**src/rtl/a2d_spi_resp_pkg.sv**
```systemverilog
// +--------------------------------------------------------------------+
// | a2d_pkg : shared types and helpers for the A2D SPI responder      |
// | Rev 1.0                                                            |
// +--------------------------------------------------------------------+
`default_nettype none

package a2d_pkg;

    typedef enum logic [1:0] {
        IDLE  = 2'd0,
        SHIFT = 2'd1,
        DONE  = 2'd2
    } resp_state_t;

    localparam int A2D_FRM_W = 16;
    localparam int CHNL_MSB  = 13;
    localparam int CHNL_LSB  = 11;
    localparam int CHNL_W    = CHNL_MSB - CHNL_LSB + 1;

    function automatic logic [A2D_FRM_W-1:0] a2d_cmd(input logic [CHNL_W-1:0] chnl);
        return {2'b00, chnl, 11'h000};
    endfunction

endpackage

`default_nettype wire

```
**src/rtl/a2d_spi_resp_if.sv**
```systemverilog
// +--------------------------------------------------------------------+
// | a2d_spi_resp_if : 4-wire SPI bus between A2D master and responder |
// | Rev 1.0                                                            |
// +--------------------------------------------------------------------+
`default_nettype none

interface a2d_spi_resp_if;
    logic SS_n;
    logic SCLK;
    logic MOSI;
    logic MISO;

    modport master (output SS_n, output SCLK, output MOSI, input MISO);
    modport slave  (input SS_n, input SCLK, input MOSI, output MISO);
endinterface

`default_nettype wire

```
**src/rtl/a2d_spi_resp_sync.sv**
```systemverilog
// +--------------------------------------------------------------------+
// | spi_edge_sync : SYNC_STG-flop synchronizer plus edge detector     |
// | Rev 1.0                                                            |
// +--------------------------------------------------------------------+
`default_nettype none

module spi_edge_sync #(
    parameter int   SYNC_STG = 2,
    parameter logic RST_VAL  = 1'b1
) (
    input  wire logic clk,
    input  wire logic rst,
    input  wire logic din,
    output logic      lvl,
    output logic      rise,
    output logic      fall
);

    logic [SYNC_STG-1:0] sync_q, sync_d;
    logic                prev_q, prev_d;

    always_comb begin
        sync_d = {sync_q[SYNC_STG-2:0], din};
        prev_d = sync_q[SYNC_STG-1];
    end

    always_ff @(posedge clk or posedge rst) begin
        if (rst) begin
            sync_q <= {SYNC_STG{RST_VAL}};
            prev_q <= RST_VAL;
        end else begin
            sync_q <= sync_d;
            prev_q <= prev_d;
        end
    end

    assign lvl  = sync_q[SYNC_STG-1];
    assign rise = lvl & ~prev_q;
    assign fall = ~lvl & prev_q;

endmodule

`default_nettype wire

```
**src/rtl/a2d_spi_resp.sv**
```systemverilog
// +--------------------------------------------------------------------+
// | a2d_spi_resp : SPI slave model of an 8-ch 12-bit A2D, pipelined   |
// | read. A2D_PTRN_EN replaces ch_val with per-channel counters.      |
// | Rev 1.0                                                            |
// +--------------------------------------------------------------------+
`default_nettype none

module a2d_spi_resp
    import a2d_pkg::*;
#(
    parameter int NUM_CH   = 8,
    parameter int RES_W    = 12,
    parameter int SYNC_STG = 2
) (
    input  wire logic                    clk,
    input  wire logic                    rst,
    a2d_spi_resp_if.slave                spi,
    input  wire logic [NUM_CH*RES_W-1:0] ch_val,
    output logic                         cmd_rdy,
    output logic [CHNL_W-1:0]            cmd_chnl,
    output logic                         frm_err
);

    localparam int MAX_CH = 1 << CHNL_W;

    logic ss_lvl, ss_rise, ss_fall_unused;
    logic sclk_lvl_unused, sclk_rise, sclk_fall;
    logic mosi_lvl, mosi_rise_unused, mosi_fall_unused;

    spi_edge_sync #(.SYNC_STG(SYNC_STG), .RST_VAL(1'b1)) u_ss_sync (
        .clk(clk), .rst(rst), .din(spi.SS_n),
        .lvl(ss_lvl), .rise(ss_rise), .fall(ss_fall_unused));

    spi_edge_sync #(.SYNC_STG(SYNC_STG), .RST_VAL(1'b1)) u_sclk_sync (
        .clk(clk), .rst(rst), .din(spi.SCLK),
        .lvl(sclk_lvl_unused), .rise(sclk_rise), .fall(sclk_fall));

    spi_edge_sync #(.SYNC_STG(SYNC_STG), .RST_VAL(1'b0)) u_mosi_sync (
        .clk(clk), .rst(rst), .din(spi.MOSI),
        .lvl(mosi_lvl), .rise(mosi_rise_unused), .fall(mosi_fall_unused));

    resp_state_t            state_q, state_d;
    logic [4:0]             bit_cnt_q, bit_cnt_d;
    logic [A2D_FRM_W-1:0]   tx_q, tx_d;
    logic [A2D_FRM_W-1:0]   rx_q, rx_d;
    logic [CHNL_W-1:0]      cmd_chnl_q, cmd_chnl_d;
    logic [RES_W-1:0]       src [MAX_CH];
    logic                   frm_start;

    assign frm_start = (state_q == IDLE) && !ss_lvl;

`ifdef A2D_PTRN_EN
    logic [RES_W-1:0]  ptrn_q [NUM_CH];
    logic [RES_W-1:0]  ptrn_d [NUM_CH];
    logic [CHNL_W-1:0] ld_chnl_q, ld_chnl_d;

    assign ld_chnl_d = frm_start ? cmd_chnl_q : ld_chnl_q;

    always_ff @(posedge clk or posedge rst) begin
        if (rst) ld_chnl_q <= '0;
        else     ld_chnl_q <= ld_chnl_d;
    end

    for (genvar i = 0; i < NUM_CH; i++) begin : g_ptrn
        // Only the counter that was just returned advances on a good frame.
        assign ptrn_d[i] = ptrn_q[i] +
            RES_W'((cmd_rdy && ld_chnl_q == CHNL_W'(i)) ? 1 : 0);

        always_ff @(posedge clk or posedge rst) begin
            if (rst) ptrn_q[i] <= RES_W'(i) << (RES_W - CHNL_W);
            else     ptrn_q[i] <= ptrn_d[i];
        end
    end
`endif

    for (genvar i = 0; i < MAX_CH; i++) begin : g_src
        if (i < NUM_CH) begin : g_live
`ifdef A2D_PTRN_EN
            assign src[i] = ptrn_q[i];
`else
            assign src[i] = ch_val[i*RES_W +: RES_W];
`endif
        end else begin : g_zero
            assign src[i] = '0;
        end
    end

    always_comb begin
        state_d    = state_q;
        bit_cnt_d  = bit_cnt_q;
        tx_d       = tx_q;
        rx_d       = rx_q;
        cmd_chnl_d = cmd_chnl_q;
        cmd_rdy    = 1'b0;
        frm_err    = 1'b0;
        case (state_q)
            IDLE: begin
                // Level test so an SS_n fall seen during DONE is still taken.
                if (frm_start) begin
                    tx_d      = A2D_FRM_W'(src[cmd_chnl_q]);
                    bit_cnt_d = '0;
                    state_d   = SHIFT;
                end
            end
            SHIFT: begin
                if (ss_rise) begin
                    state_d = DONE;
                end else if (sclk_rise) begin
                    rx_d = {rx_q[A2D_FRM_W-2:0], mosi_lvl};
                    if (bit_cnt_q != 5'd31) bit_cnt_d = bit_cnt_q + 5'd1;
                end else if (sclk_fall && bit_cnt_q != 5'd0) begin
                    tx_d = {tx_q[A2D_FRM_W-2:0], 1'b0};
                end
            end
            DONE: begin
                if (bit_cnt_q == 5'(A2D_FRM_W)) begin
                    cmd_chnl_d = rx_q[CHNL_MSB:CHNL_LSB];
                    cmd_rdy    = 1'b1;
                end else begin
                    frm_err = 1'b1;
                end
                state_d = IDLE;
            end
            default: state_d = IDLE;
        endcase
    end

    always_ff @(posedge clk or posedge rst) begin
        if (rst) begin
            state_q    <= IDLE;
            bit_cnt_q  <= '0;
            tx_q       <= '0;
            rx_q       <= '0;
            cmd_chnl_q <= '0;
        end else begin
            state_q    <= state_d;
            bit_cnt_q  <= bit_cnt_d;
            tx_q       <= tx_d;
            rx_q       <= rx_d;
            cmd_chnl_q <= cmd_chnl_d;
        end
    end

    assign spi.MISO = (state_q == SHIFT) ? tx_q[A2D_FRM_W-1] : 1'b0;
    assign cmd_chnl = cmd_chnl_q;

    logic sink_unused;
    assign sink_unused = ^{ss_fall_unused, sclk_lvl_unused, mosi_rise_unused,
                           mosi_fall_unused, rx_q[15:14], rx_q[10:0]
`ifdef A2D_PTRN_EN
                           , ch_val
`endif
                          };

endmodule

`default_nettype wire

```
**src/flat_wrapper.sv**
```systemverilog
// flat-port wrapper written by rule: the top's interface ports become plain ports
module a2d_spi_resp_flat import a2d_pkg::*;
#(
    parameter int NUM_CH   = 8,
    parameter int RES_W    = 12,
    parameter int SYNC_STG = 2
)
  (clk, rst, ch_val, cmd_rdy, cmd_chnl, frm_err, spi_SS_n, spi_SCLK, spi_MOSI, spi_MISO);
  a2d_spi_resp_if spi_i ();
  input  wire logic clk;
  input  wire logic rst;
  input  wire logic [NUM_CH*RES_W-1:0] ch_val;
  output logic cmd_rdy;
  output logic [CHNL_W-1:0] cmd_chnl;
  output logic frm_err;
  input wire logic [$bits(spi_i.SS_n)-1:0] spi_SS_n;
  input wire logic [$bits(spi_i.SCLK)-1:0] spi_SCLK;
  input wire logic [$bits(spi_i.MOSI)-1:0] spi_MOSI;
  output wire logic [$bits(spi_i.MISO)-1:0] spi_MISO;
  assign spi_i.SS_n = spi_SS_n;
  assign spi_i.SCLK = spi_SCLK;
  assign spi_i.MOSI = spi_MOSI;
  assign spi_MISO = spi_i.MISO;
  a2d_spi_resp #(.NUM_CH(NUM_CH), .RES_W(RES_W), .SYNC_STG(SYNC_STG)) u_core (.clk(clk), .rst(rst), .spi(spi_i), .ch_val(ch_val), .cmd_rdy(cmd_rdy), .cmd_chnl(cmd_chnl), .frm_err(frm_err));
endmodule
```
**config.mk**
```make
export PLATFORM = sky130hd
export DESIGN_NAME = a2d_spi_resp_flat
export DESIGN_NICKNAME = d
export VERILOG_FILES = /design/src/rtl/a2d_spi_resp_pkg.sv /design/src/rtl/a2d_spi_resp_if.sv /design/src/rtl/a2d_spi_resp_sync.sv /design/src/rtl/a2d_spi_resp.sv /design/src/flat_wrapper.sv
export SDC_FILE = /design/constraint.sdc
export NUM_CORES = 1
export LEC_CHECK = 0
export CAP_MARGIN = 30
export CORE_MARGIN = 3
export CORE_UTILIZATION = 40
export CTS_CLUSTER_DIAMETER = 120
export DETAILED_ROUTE_END_ITERATION = 12
export GPL_TIMING_DRIVEN = 0
export PLACE_DENSITY = 0.75
export SYNTH_ARGS = -nofsm -noshare
export SYNTH_HDL_FRONTEND = slang
export SYNTH_HIERARCHICAL = 1
export SYNTH_SLANG_ARGS = --single-unit
```
**constraint.sdc**
```tcl
create_clock -name clk -period 2 [get_ports clk]
set_input_delay 0.4 -clock clk [delete_from_list [all_inputs] [get_ports clk]]
set_output_delay 0.4 -clock clk [all_outputs]
set_load 0.03 [all_outputs]
```
* Yosys cells after proc, flatten, opt, wreduce, memory -nomap -nowiden
Index checks and enable logic that the tools add are counted. Widths: inputs -> output; s select.
Storage, ports and cells: output and inout port bits 6, logic and storage cells 63, input port bits 101, flip-flop bits (word level) 48
Operators by class: reductions and logical operators 11, bitwise logic cells 8, mux-type cells 21, $lt $le $gt $ge 1, equal/unequal tests 11, $add $sub $neg 1
Operators by type and width (number):
- $mux 16 | 4
- $bmux 12 s3 | 1
- $pmux 16 s2 | 1
- $mux 12 | 2
- $mux 5 | 4
- $ne 2x1->1 const B | 5
- $pmux 5 s2 | 1
- $reduce_and 5->1 | 2
- $add 5x1->5 const B | 1
- $eq 5x5->1 const B | 1
- $mux 1 | 5
- $ne 5x5->1 const B | 1
- $reduce_bool 5->1 | 1
- $ge 4x4->1 const B | 1
- $mux 2 | 2
- $ne 2x2->1 const B | 2
- $not 1->1 | 4
- $not 3->4 | 1
- $pmux 2 s2 | 1
- $reduce_and 2->1 | 2
- $and 1x1->1 | 3
- $reduce_and 3->1 | 1
- $eq 2x1->1 const B | 1
- $eq 2x2->1 const B | 1
- 4 further kinds | 5

* Logic depth before layout (Yosys ltp)
Gate-level depths: netlist (run 1).
depth in word-level cells 7, gate-level depth with buffers 7, mapped depth without buffers 7

* Modules after synthesis
The synthesis (run 1) kept the hierarchy.
By module, submodules not included:
- a2d_spi_resp | cells each 228, area an instance 2474.9 sq um, times used 1
- spi_edge_sync at u_core.u_sclk_sync ... | cells each 6, area an instance 97.6 sq um, times used 2
- spi_edge_sync at u_core.u_mosi_sync | cells each 6, area an instance 93.8 sq um, times used 1

* Worst setup path before layout (run 1)
No wires, ideal clock.
path type register to register, from register u_core.u_sclk_sync.prev_q, to register u_core.tx_q[11], library setup time 126 ps, buffers on the path 1, clock period less this slack 1909 ps, data required time 1874 ps, cell stages (with the launch flop) 7, setup slack 91 ps, arrival time 1783 ps, cell sequence dfstp_2 and2b_2 inv_1 a311o_1 a211o_1 buf_6 a221o_1
On the way: cells in the longest elaborated chain, start to end 4
RTL lines:
- from (decl) | line a2d_spi_resp_sync.sv:20 | logic prev_q, prev_d;
- from (signal assigned) | line a2d_spi_resp_sync.sv:33 | prev_q <= prev_d;
- $and 1x1->1 | line a2d_spi_resp_sync.sv:39 | assign fall = ~lvl & prev_q;
- net u_core.sclk_fall | line a2d_spi_resp.sv:27 | logic sclk_lvl_unused, sclk_rise, sclk_fall;
- $logic_and 1x1->1 | line a2d_spi_resp.sv:111 | end else if (sclk_fall && bit_cnt_q != 5'd0) begin
- $ne 2x1->1 (no line)
- $reduce_and 5->1 (no line)
- to (signal assigned) | line a2d_spi_resp.sv:138 | tx_q <= tx_d;
- to (decl) | line a2d_spi_resp.sv:44 | logic [A2D_FRM_W-1:0] tx_q, tx_d;
The timed path passes the listed nets, and every way through them passes these cells. A chain may end at the register's enable or synchronous reset.

* Final worst setup path (run 1)
Same ends and word-level chain as after synthesis.

==> out/results.ini, run 1 <==
[critical_path]
timing.rr.start = u_core/u_sclk_sync/prev_q
crit_path_start = u_core/u_sclk_sync/prev_q
timing.rr.end = u_core/tx_q[11]
cp-end-kind = flip-flop
worst-path-max-fanout = 7
crit_arrival_ns = 2.19
path_class = flip-flop to flip-flop
worst-r2r-setup-slack_ns = 0.001
crit_path_end = u_core/tx_q[11]
start_kind = flip-flop
r2r_cells = 6
cp.required_ns = 2.19

[detailed_routing]
vias = 2409
drc_errors = 0
drtIter0Drc = 135
drtPass1Iterations = 4
vias_per_cell = 5.46
wl_per_cell_um = 18.6
postRouteAntennaNets = 0
totalWireLength_mm = 8.22

[pwr]
ir_drop_v = 0.000434
power_leakage_uw = 0.00172
p_total_uw = 2740
pwr_density_cell_nw_per_um2 = 664

[sta]
rsz0062_at_grt = true
setup_viol = 0
fin_crit_sh_pct = 100
fin_skew_ns = 0.00590
finalHoldViolations = 0
tightest_slew_ns = 0.814
finalCriticalPeriod_ns = 2.00
slew_viol_final = 0
fmaxAchievable_mhz = 500
maxSlewHeadroom_pct = 45.7

[clock_network]
cts_tree = yes
cts_buffer_depth = 2
root_buffer = clkbuf_8
cts_sinks = 48
clock_latency_ns = 0.30
cts.clk_slew.worst_paths_ns = 0.09
cts_made_buffers = 5
h-tree-depth = 2

[layout]
nNetsFinal = 467
n_fill_cell = 534
multi_input_area_um2 = 1450
seqCellArea_um2 = 1210
utilization_pct = 64.0
area_growth_pct = 52.2
final_layout_size_suffix_gt1_share_pct = 25.8
diodes = 0

[die]
start_util_pct = 42.0
die_h_um = 88.4
top_level_ports = 107
dieArea_um2 = 7810
die_width_um = 88.4
core_um2 = 6460
std_cell_rows = 29

[synthesis]
yosysWarnings = 6
postSynthCellCount = 242
synth_nets = 346
syn_area_um2 = 2720
syn_area_per_cell_um2 = 11.2

[global_route]
grt_pass1_wl_mm = 12.6
track_usage_pct = 20.9
grt_start_max_net_pins = 41
grt.overflow.total = 0
grt_pass1_vias = 2497
antenna_found_initial = 0

[placed_design]
gp_congestion = 0.827
dp_hpwl_mm = 6.33
port_buffers = 106

[status]
status = complete, no violations

[flow_run]
max-cap-violations = 0

[worst_hold_path]
hold_path.class = input port to async pin

area by class of cell:
cell class	instances	area share [%]
flip-flops and latches	48	29.3
clock inverters	2	0.939
plain buffers	18	2.42
repair buffers	114	27.1
well taps	77	2.33
multi-input cells	166	35.0
inverters	10	0.909
clock buffers	6	2.00
critical path, cell delays in order, from the launching register on:
cell     delay, ns
dfstp_2       0.54
and2b_2       0.13
inv_1         0.03
a311o_1       0.35
a211o_4       0.40
buf_6         0.14
a221o_1       0.29
placed cells by master (no fill, tap or decap), types with 7 or more instances in the layout:
master / instances
o22ai_1: 11
nor2b_1: 24
inv_1: 7
a211oi_1: 22
a221o_1: 11
clkdlybuf4s50_1: 102
mux2_2: 38
nor4_1: 8
dfrtp_1: 41
metrics by stage:
| step | hold slack, ns | TNS [ns] | cell area [um^2] | cells | worst slack [ns] |
|---|---|---|---|---|---|
| 6_report | 0.348 | 0 | 4130 | 441 | 0.000955 |
| 5_1_grt | 0.344 | -0.204 | 4130 | 441 | -0.0322 |
| 4_1_cts | 0.337 | 0 | 4040 | 434 | 0.00337 |
| 3_5_place_dp | 0.351 | -0.863 | 3870 | 425 | -0.177 |
| 3_3_place_gp | 0.339 | -9.39 | 3870 | 425 | -0.226 |
| 2_1_floorplan | 0.141 | 0 | 2720 | 242 | 0.0907 |
power by group:
| part | leakage [uW] | switching, uW | total (uW) | internal, uW |
|---|---|---|---|---|
| clock network | 0.0000614 | 318 | 727 | 409 |
| registers | 0.000613 | 125 | 1290 | 1170 |
| logic | 0.00105 | 264 | 721 | 457 |
routing by layer:
layer / track usage (%) / wire (um) / up-vias
li1: - / - / 1160
met3: 3.54 / 350 / 21
met1: 28.5 / 3360 / 1168
met2: 34.0 / 4300 / 60
met5: 0 / 0 / -
met4: 7.01 / 208 / 0
sequential cells by signal, summed over array words and instances (netlist names), 2 cells and up:
| name | flops |
|---|---|
| u_core/tx_q | 16 |
| u_core/rx_q | 14 |
| u_core/bit_cnt_q | 5 |
| u_core/cmd_chnl | 3 |
| u_core/state_q | 2 |
| u_core/u_mosi_sync/sync_q | 2 |
| u_core/u_sclk_sync/sync_q | 2 |
| u_core/u_ss_sync/sync_q | 2 |
how the worst min path moves through the flow:
stage | depth (start not counted) | slack (ns) | end
after floorplan | 1 | 0.14 | u_core/u_mosi_sync/sync_q[0]
after global placement | 0 | 0.34 | u_core/u_mosi_sync/sync_q[1]
after detailed placement | 0 | 0.35 | u_core/u_sclk_sync/sync_q[1]
after CTS | 2 | 0.34 | u_core/u_mosi_sync/sync_q[0]
after global routing | 2 | 0.34 | u_core/u_mosi_sync/sync_q[0]
final | 2 | 0.35 | u_core/u_mosi_sync/sync_q[0]
repair_timing:
| action | in CTS | in global routing |
|---|---|---|
| gates resized for setup | 21 | 22 |
| cloned | 0 | 1 |
| endpoints found under the setup margin | 14 | 31 |
| hold buffers | 0 | 0 |
| setup buffers | 1 | 6 |
| pin swaps | 4 | 3 |
(Power assumes the default switching activity.)
==> run 2: changes to the inputs <==
Settings changed: SYNTH_HIERARCHICAL 1 to not set.
==> run 2 against run 1 <==
  * The run now ends with setup timing left
  * Power fell by 5.8%
  * Cell count is 3.4% lower
  * Non-clock buffer count decreased by 4
  * Design area shrank 1.0%
  * Synthesized cell count decreased by 5.8%
  * Combinational power decreased by 11%
  * Clock skew increased by 0.0033 ns
  * Critical endpoint is now u_core.bit_cnt_q[3]
  * Largest power group unchanged
  * Highest routed layer unchanged
==> out/results.ini, run 2 <==
[critical_path]
r2r_cells = 7  ; +1
path_class = flip-flop to flip-flop
cp_cell_sequence = ha_2, and3_4, ha_4, or3b_4, a221oi_4, nand4_1, mux2i_1
critPathTopFamily = simple AND/OR/NAND/NOR gates
start_kind = flip-flop
max_stage_delay_ns = 0.41  ; -0.13 ns
cp-end-kind = flip-flop
path_buf_inv = 0  ; -2
critPathSlowestCell = dfrtp_1
crit_arrival_ns = 2.26  ; +0.07 ns
cp.required_ns = 2.19  ; about the same
worst-path-max-fanout = 5  ; -2
path_depth = 7  ; +1

[sta]
fin_crit_sh_pct = 103  ; +3.2 points
rsz0062_at_grt = true
finalHoldViolations = 0  ; unchanged
layout_setup_ws_ns = -0.0634  ; -0.0643 ns
maxSlewHeadroom_pct = 63.6  ; +18 points
tightest_slew_ns = 0.547  ; -0.267 ns
fin_setup_tns_ns = -0.252  ; -0.252 ns
setup_viol = 5  ; +5
finalCriticalPeriod_ns = 2.06  ; +0.0643 ns
fmaxAchievable_mhz = 485  ; -3.1%
fin_skew_ns = 0.00922  ; +0.00332 ns
slew_viol_final = 0  ; unchanged

[detailed_routing]
drtPass1Iterations = 4  ; unchanged
drc_errors = 0  ; unchanged
postRouteAntennaNets = 0  ; unchanged
vias = 2300  ; -4.5%
drtIter0Drc = 81  ; -40%
wl_per_cell_um = 18.6  ; -0.33%
totalWireLength_mm = 7.92  ; -3.7%
vias_per_cell = 5.40  ; -1.2%

[placed_design]
port_buffers = 106  ; unchanged
dp_slack_ns = -0.164  ; +0.0129 ns
gp_congestion = 0.757  ; -8.5%
dp_hpwl_mm = 6.13  ; -3.2%
dpl-instance-area_um2 = 3920  ; +1.1%

[layout]
final_layout_size_suffix_gt1_share_pct = 21.8  ; -4.0 points
reg.largest.list = u_core.tx_q x16, u_core.rx_q x14, u_core.bit_cnt_q x5
most-common-layout-cells = 103 x clkdlybuf4s50_1, 46 x mux2i_1, 41 x dfrtp_1, 22 x a22oi_1, 17 x mux2_2
diodes = 0  ; unchanged
largest-register = u_core.tx_q
utilization_pct = 63.3  ; -0.64 points
mostFrequentLayoutCell = clkdlybuf4s50_1
largest_register_ffs = 16  ; unchanged
area_growth_pct = 50.6
final_cell_area_um2 = 4090  ; -1.0%
nNetsFinal = 452  ; -3.2%

[global_route]
grt_pass1_vias = 2374  ; -4.9%
track_usage_pct = 21.1  ; +0.14 points
grt_pass1_wl_mm = 12.5  ; -0.71%
grt_start_max_net_pins = 37  ; -9.8%
antenna_found_initial = 0  ; unchanged
grt.overflow.total = 0  ; unchanged

[clock_network]
clock_latency_ns = 0.30  ; about the same
h-tree-depth = 2  ; unchanged
cts_sinks = 48  ; unchanged
hold_buffers = 0  ; unchanged
cts_made_buffers = 5  ; unchanged
cts.clk_slew.worst_paths_ns = 0.09  ; about the same
cts_tree = yes
root_buffer = clkbuf_8
cts_buffer_depth = 2  ; unchanged

[synthesis]
syn_area_um2 = 2720  ; about the same
synth_top_area_share_pct = 38.7
synth_nets = 332  ; -4.0%
yosysTopAreaCell = dfrtp_1
yosysMostFrequentCell = mux2i_1
yosysWarnings = 0  ; -6
ys.flop_type = dfrtp_1
synth_commonest_cells = 46 x mux2i_1, 42 x dfrtp_1, 22 x a22oi_1, 17 x mux2_2, 10 x inv_1
synth-edff-count = 0
async_reset_ff_share_pct = 100
postSynthCellCount = 228  ; -5.8%
syn_area_per_cell_um2 = 11.9  ; +6.2%
yosysSeqAreaShare_pct = 44.5
synth_cell_types = 35
ys_seq_elements = 48
synthTopCellsByArea = dfrtp_1 39%, mux2i_1 17%, mux2_2 7.0%

[pwr]
ir_drop_v = 0.000745  ; +72%
pwr_density_cell_nw_per_um2 = 631  ; -4.9%
power_leakage_uw = 0.00163  ; -5.4%
p_total_uw = 2580  ; -5.8%

[status]
violations = setup timing
status = complete, but fails checks

[worst_hold_path]
hold_path.class = input port to async pin

[die]
dieArea_um2 = 7820  ; about the same
top_level_ports = 107  ; unchanged
die_width_um = 88.4  ; about the same
std_cell_rows = 29  ; unchanged
die_h_um = 88.4  ; about the same
core_um2 = 6460  ; unchanged
start_util_pct = 42.1  ; about the same

[flow_run]
max-cap-violations = 0  ; unchanged

[run 2: worst paths after layout]
kind                                              end                  startpoint  slack (ns)
setup reg to reg                  u_core.bit_cnt_q[3]         u_core.bit_cnt_q[0]       -0.06
hold reg to reg            u_core.u_ss_sync.sync_q[1]  u_core.u_ss_sync.sync_q[0]        0.36
min in group clk           u_core.u_ss_sync.sync_q[1]  u_core.u_ss_sync.sync_q[0]        0.36
max in group asynchronous   u_core.u_sclk_sync.prev_q                         rst        1.09
hold / removal                         u_core.tx_q[2]                         rst        0.36
setup / recovery                  u_core.bit_cnt_q[3]         u_core.bit_cnt_q[0]       -0.06
[run 2: layer usage]
| layer | up-vias | share of wire [%] | routed length [um] | global-route usage (%) |
|---|---|---|---|---|
| li1 | 1114 | - | - | - |
| met1 | 1127 | 40 | 3170 | 25.7 |
| met2 | 54 | 55 | 4360 | 39.6 |
| met3 | 5 | 4.6 | 364 | 3.72 |
| met4 | 0 | 0.21 | 17 | 3.02 |
| met5 | - | 0 | 0 | 0 |
[run 2: repair_timing]
item,in CTS,in global routing
pin swaps,5,1
gates cloned,0,0
resized for setup,20,6
setup endpoints to repair,17,9
buffers inserted,5,1
[run 2: final cells by class]
type,instances,area [um^2]
buffer,15,75.1
multi-input combinational,155,1440
inverter,10,37.5
tap,77,96.3
clock inverter,3,47.5
clock buffer,5,68.8
fill,545,2370
sequential,48,1210
timing repair buffer,113,1110
[run 2: per-stage QoR]
step | hold WS (ns) | instances
after floorplan | 0.331 | 228
after global placement | 0.343 | 411
after detailed placement | 0.346 | 412
after CTS | 0.362 | 425
after global routing | 0.363 | 426
final | 0.360 | 426
[run 2: kinds of logic (layout without fill, tap and decap cells)]
| kind of cell | count (synthesis) | after routing | synth area share [%] |
|---|---|---|---|
| DFF | 48 | 48 | 44.5 |
| adders and majority gates | 3 | 3 | 1.38 |
| muxes | 65 | 65 | 25.7 |
| and+or+nand+nor | 28 | 28 | 6.45 |
| buffers and inverters | 25 | 146 | 4.05 |
| AOI/OAI and AO/OA | 59 | 59 | 18.0 |
[run 2: power by group]
part | switching [uW] | leakage, uW | internal (uW)
logic | 240 | 0.000980 | 401
registers | 97.6 | 0.000589 | 1140
clock network | 328 | 0.0000583 | 376
